===== src/rtl/adder_share_arbiter.sv =====
// ============================================================================
// Module   : adder_share_arbiter
// Summary  : Round-robin sharing of one external multicycle combinational adder
// Revision : 1.0
// ============================================================================
`default_nettype none

module adder_share_arbiter #(
  parameter int NREQ          = 4,
  parameter int WIDTH         = 32,
  parameter int SETTLE_CYCLES = 2
) (
  input  logic                    clk,
  input  logic                    rst,
  input  logic [NREQ-1:0]         req_valid,
  output logic [NREQ-1:0]         req_ready,
  input  logic [NREQ*WIDTH-1:0]   req_a,
  input  logic [NREQ*WIDTH-1:0]   req_b,
  input  logic [NREQ-1:0]         req_cin,
  output logic [WIDTH-1:0]        add_a,
  output logic [WIDTH-1:0]        add_b,
  output logic                    add_cin,
  input  logic [WIDTH-1:0]        add_s,
  input  logic                    add_cout,
  output logic                    rsp_valid,
  input  logic                    rsp_ready,
  output logic [$clog2(NREQ)-1:0] rsp_id,
  output logic [WIDTH-1:0]        rsp_s,
  output logic                    rsp_cout,
  output logic                    busy
);

  localparam int IDW = $clog2(NREQ);
  localparam int CW  = (SETTLE_CYCLES > 1) ? $clog2(SETTLE_CYCLES) : 1;

  localparam logic [1:0] S_IDLE   = 2'd0;
  localparam logic [1:0] S_SETTLE = 2'd1;
  localparam logic [1:0] S_RESP   = 2'd2;

  logic [1:0]     r_state;
  logic [1:0]     w_next;
  logic [IDW-1:0] r_rr_ptr;
  logic [CW-1:0]  r_cnt;
  logic           w_found;
  logic [IDW-1:0] w_winner;
  logic           w_settle_done;

  function automatic logic [IDW-1:0] wrap_add(input logic [IDW-1:0] base, input int off);
    int sum;
    sum = int'(base) + off;
    if (sum >= NREQ) sum = sum - NREQ;
    return IDW'(sum);
  endfunction

  // Search starts at the pointer so the last served requester is checked last
  always_comb begin
    w_found  = 1'b0;
    w_winner = '0;
    for (int k = 0; k < NREQ; k++) begin
      if (!w_found && req_valid[wrap_add(r_rr_ptr, k)]) begin
        w_found  = 1'b1;
        w_winner = wrap_add(r_rr_ptr, k);
      end
    end
  end

  assign w_settle_done = (r_cnt == CW'(SETTLE_CYCLES - 1));

  always_ff @(posedge clk or posedge rst) begin
    if (rst) r_state <= S_IDLE;
    else     r_state <= w_next;
  end

  always_comb begin
    w_next = r_state;
    case (r_state)
      S_IDLE:   if (w_found)       w_next = S_SETTLE;
      S_SETTLE: if (w_settle_done) w_next = S_RESP;
      S_RESP:   if (rsp_ready)     w_next = S_IDLE;
      default:                     w_next = S_IDLE;
    endcase
  end

  always_comb begin
    req_ready = '0;
    if (r_state == S_IDLE && w_found) req_ready[w_winner] = 1'b1;
    busy      = (r_state != S_IDLE);
    rsp_valid = (r_state == S_RESP);
  end

  always_ff @(posedge clk or posedge rst) begin
    if (rst) begin
      r_rr_ptr <= '0;
      r_cnt    <= '0;
      rsp_id   <= '0;
      add_a    <= '0;
      add_b    <= '0;
      add_cin  <= 1'b0;
      rsp_s    <= '0;
      rsp_cout <= 1'b0;
    end else begin
      case (r_state)
        S_IDLE: if (w_found) begin
          add_a   <= req_a[w_winner*WIDTH +: WIDTH];
          add_b   <= req_b[w_winner*WIDTH +: WIDTH];
          add_cin <= req_cin[w_winner];
          rsp_id  <= w_winner;
          r_cnt   <= '0;
        end
        S_SETTLE: begin
          // Adder outputs are only trusted once operands have been stable long enough
          if (w_settle_done) begin
            rsp_s    <= add_s;
            rsp_cout <= add_cout;
          end else begin
            r_cnt <= r_cnt + CW'(1);
          end
        end
        S_RESP: if (rsp_ready) r_rr_ptr <= wrap_add(rsp_id, 1);
        default: ;
      endcase
    end
  end

endmodule

`default_nettype wire


===== config.mk =====
export PLATFORM = sky130hd
export DESIGN_NAME = adder_share_arbiter
export DESIGN_NICKNAME = d
export VERILOG_FILES = /design/src/rtl/adder_share_arbiter.sv
export SDC_FILE = /design/constraint.sdc
export NUM_CORES = 1
export LEC_CHECK = 0
export ABC_AREA = 1
export CAP_MARGIN = 0
export CORE_MARGIN = 1
export CORE_UTILIZATION = 25
export DETAILED_ROUTE_END_ITERATION = 8
export HOLD_SLACK_MARGIN = 0.12
export PLACE_DENSITY = 0.63
export SLEW_MARGIN = 0
export SYNTH_ARGS = -nofsm -noshare
export SYNTH_HDL_FRONTEND = slang
export SYNTH_SLANG_ARGS = --single-unit

===== constraint.sdc =====
create_clock -name clk -period 4.9 [get_ports clk]
set_clock_uncertainty 0.15 [all_clocks]
set_input_delay 1.225 -clock clk [delete_from_list [all_inputs] [get_ports clk]]
set_output_delay 1.225 -clock clk [all_outputs]
set_load 0.02 [all_outputs]

==> summary.md <==
| Metric | Value |
|---|---|
| Initial antenna violation count | 0 |
| DIE AREA | 0.0292 mm² |
| Postcts setup bufs | 0 |
| Final period utilization | 95.2% |
| Seq/Total Area, Yosys | 36.9% |
| Crit path time final | ~4.7 ns |
| Die Y-Extent | between 150 and 200 µm |
| Commonest cells post-synth | nand2_1, nand4_1, dfrtp_1, buf_2, mux2_2 |
| Critical path class | in2out |
| CTS tree | yes |
| Yosys top cell area share | a little under two fifths |
| RSZ-0062 raised after global routing | no |
| Crit-path leading delay family | buffers and inverters |
| First-pass GRT wire length | ~43 mm |
| Setup TNS | 0 ns |
| Port bufs | roughly 410 |
| Leakage | between 5 and 6 nW |
| Mean Syn Cell Area | 6.50 µm² |
| Area contributors post-synth | dfrtp_1, nand2_1, nand4_1 |
| Row count | 61 |
| # resized after CTS | 0 |
| CP peak stage delay | between 0.6 and 0.7 ns |
| Crit path DAT | around 3.3 ns |
| Slew margin rel. | a little under half |
| Mapped Area | just over 0.007 mm² |
| PnR Total Power | 8.72 mW |
| Startpoint types | input pin |
| Skew-Pair Late Insertion Delay | 0.35 ns |
| Mapped Nets | roughly 1400 |
| Antenna cell count | 0 |
| CTS H-tree lvls | 3 |
| DP Worst Slack | 0.258 ns |
| Most common cell in the synthesized netlist | nand2_1 |
| YS warnings | 0 |
| Congestion Overflow GR | 0 |
| Final setup fails | 0 |
| Clk sinks | around 110 |
| Number of distinct library cells after synthesis | 22 |
| DRT antenna net count | 0 |
| Vias after detailed routing | roughly 8400 |
| Width of the die | about 170 µm |
| CP max FO | 4 |
| Clock Tree Root | clkbuf_16 |
| CP Cell Sequence | clkdlybuf4s50_1 -> inv_1 -> nand2_1 -> nand3_1 -> nand2_1 -> nor2_4 -> nand4_1 -> nand3_4 -> nand2_1 -> nor2_1 -> clkdlybuf4s50_1 |
| Core area | about 0.028 mm² |
| Routability Congestion | between 0.8 and 0.9 |
| Vias in the first global route | just under 8000 |
| Hold crit path type | reg2reg |
| Status | finished clean |
| Largest net degree at the start of global routing | 74 |
| CP Capture Type | output port |
| Slew Limit Fails | 0 |
| Critical path's most frequent cell | nand2_1 |
| Hold_buf cts | 0 |
| First DRT Iteration DRCs | 484 |
| Top-Level Pins | ~410 |
| Clock input transition at the sequential cells of the worst setup and hold paths | about 0.080 ns |
| CTS max path bufs | 2 |
| DR pass1 iterations | 5 |
| Top FF cell, synth | dfrtp_1 |
| DR vias/cell | between 4 and 5 |
| Slew @ Worst Pin | between 0.8 and 0.9 ns |
| DP HPWL | between 20 and 25 mm |
| Routed wire length | about 29 mm |
| Cell count after synthesis | 1095 |
| Number of synthesized flops with an enable pin | 0 |
| Final #Nets | around 1700 |
| FILL cells | 2904 |
| Synthesis-to-layout area growth | 63.6% |
| Final worst slack | about 0.23 ns |
| Fmax | approximately 0.21 GHz |
| Drt drc | 0 |
| Max Cap Viol | 0 |
| Power Density | between 700 and 800 mW/mm² |
| VDD IR-drop max | a little under 0.6 mV |
| Final hold violation count | 0 |
| #FFs+latches synth | 105 |
| Worst path bufs/invs | 3 |
| Slowest CP cell | clkdlybuf4s50_1 |
| Async S/R FF share, synth | between 90% and 100% |
| Global-route usage over all layers | roughly a fifth |
| Hold slack | 0.332 ns |
| Total CTS buffers | 9 |
| Share of post-route cells with drive strength above 1 | between 5 and 6% |
| WL per Instance | about 16 µm |
| Initial core utilization | between 20 and 30% |
| Leading area contributor after synthesis | dfrtp_1 |
| CP required | around 3.5 ns |
==> kinds of logic after synthesis <==
group	after synthesis	share of synthesized area, %
xor+xnor	1	0.123
mux	33	5.22
compound gates	6	0.474
simple gates	845	49.8
buf+inv	105	7.52
flops	105	36.9
==> placed cells by master, fill, tap and decap left out <==
cell / synthesis / routed
dfrtp_1: 105 / 105
o31ai_1: 1 / 1
clkinv_8: 0 / 1
nor2_4: 1 / 1
o21ai_0: 3 / 3
clkinv_2: 0 / 1
nor2_1: 6 / 6
nand2_4: 0 / 2
o21ai_1: 1 / 1
mux2_2: 33 / 33
buf_12: 0 / 1
a31oi_1: 1 / 1
nand3_1: 5 / 5
clkinv_4: 0 / 2
inv_1: 14 / 12
buf_4: 3 / 15
clkdlybuf4s50_1: 0 / 405
inv_6: 0 / 1
clkbuf_16: 0 / 9
nand4_1: 131 / 131
inv_2: 3 / 4
nand2_1: 696 / 695
inv_8: 0 / 2
nand3_4: 0 / 4
nor3_1: 1 / 1
xnor2_1: 1 / 1
inv_4: 0 / 1
==> flip-flops by register name (all words and copies together) (netlist names) <==
register	flops
add_a	32
add_b	32
rsp_s	32
r_rr_ptr	2
r_state	2
rsp_id	2
add_cin	1
r_cnt	1
rsp_cout	1
==> worst min-delay path, stage by stage (launching register included) <==
cell and delay, ns:
dfrtp_1 0.34, nand2_1 0.05, nand2_1 0.06
==> per-layer routing <==
metal / up-vias / share of wire (%) / global-route usage (%)
li1: 4205 / - / -
met1: 3883 / 41 / 23.5
met2: 327 / 49 / 32.8
met3: 34 / 7.8 / 4.63
met4: 0 / 2.1 / 5.21
met5: - / 0 / 0
==> through the flow <==
| stage | instances | instance area [µm²] | utilization [%] |
|---|---|---|---|
| after detailed placement | 1806 | 11400 | 40.6 |
| after floorplan | 1095 | 7120 | - |
| after CTS | 1822 | 11600 | 41.7 |
| after global placement | 1806 | 11400 | 40.6 |
| final | 1822 | 11600 | 41.7 |
| after global routing | 1822 | 11600 | 41.7 |
==> power breakdown <==
| part | total (mW) | internal (mW) | switching [mW] |
|---|---|---|---|
| Combinational | 6.41 | 2.35 | 4.06 |
| Clock | 0.755 | 0.361 | 0.394 |
| Sequential | 1.56 | 1.32 | 0.245 |
==> layout make-up <==
type / instances / area (µm²) / share of cell area (%)
Timing Repair Buffer: 421 / 4190 / 35.9
Inverter: 17 / 66.3 / 0.569
Sequential cell: 105 / 2630 / 22.6
Clock buffer: 9 / 225 / 1.93
Multi-Input combinational cell: 885 / 4000 / 34.3
Clock inverter: 7 / 70.1 / 0.602
Tap cell: 378 / 473 / 4.06
==> path summary, 6_finish.rpt <==
kind | start | endpoint | slack (ns) | cells past startpoint
worst min register to register | add_b[8] | add_b[8] | 0.33 | 2
max in group asynchronous | rst | add_b[5] | 2.66 | 3
worst max register to register | r_rr_ptr[0] | add_a[3] | 1.33 | 14
worst max-delay path | req_valid[1] | req_ready[3] | 0.23 | 11
min in group asynchronous | rst | add_a[10] | 1.17 | 2
worst min-delay path | add_b[8] | add_b[8] | 0.33 | 2
No activity file was read; power rests on OpenSTA's default activity.
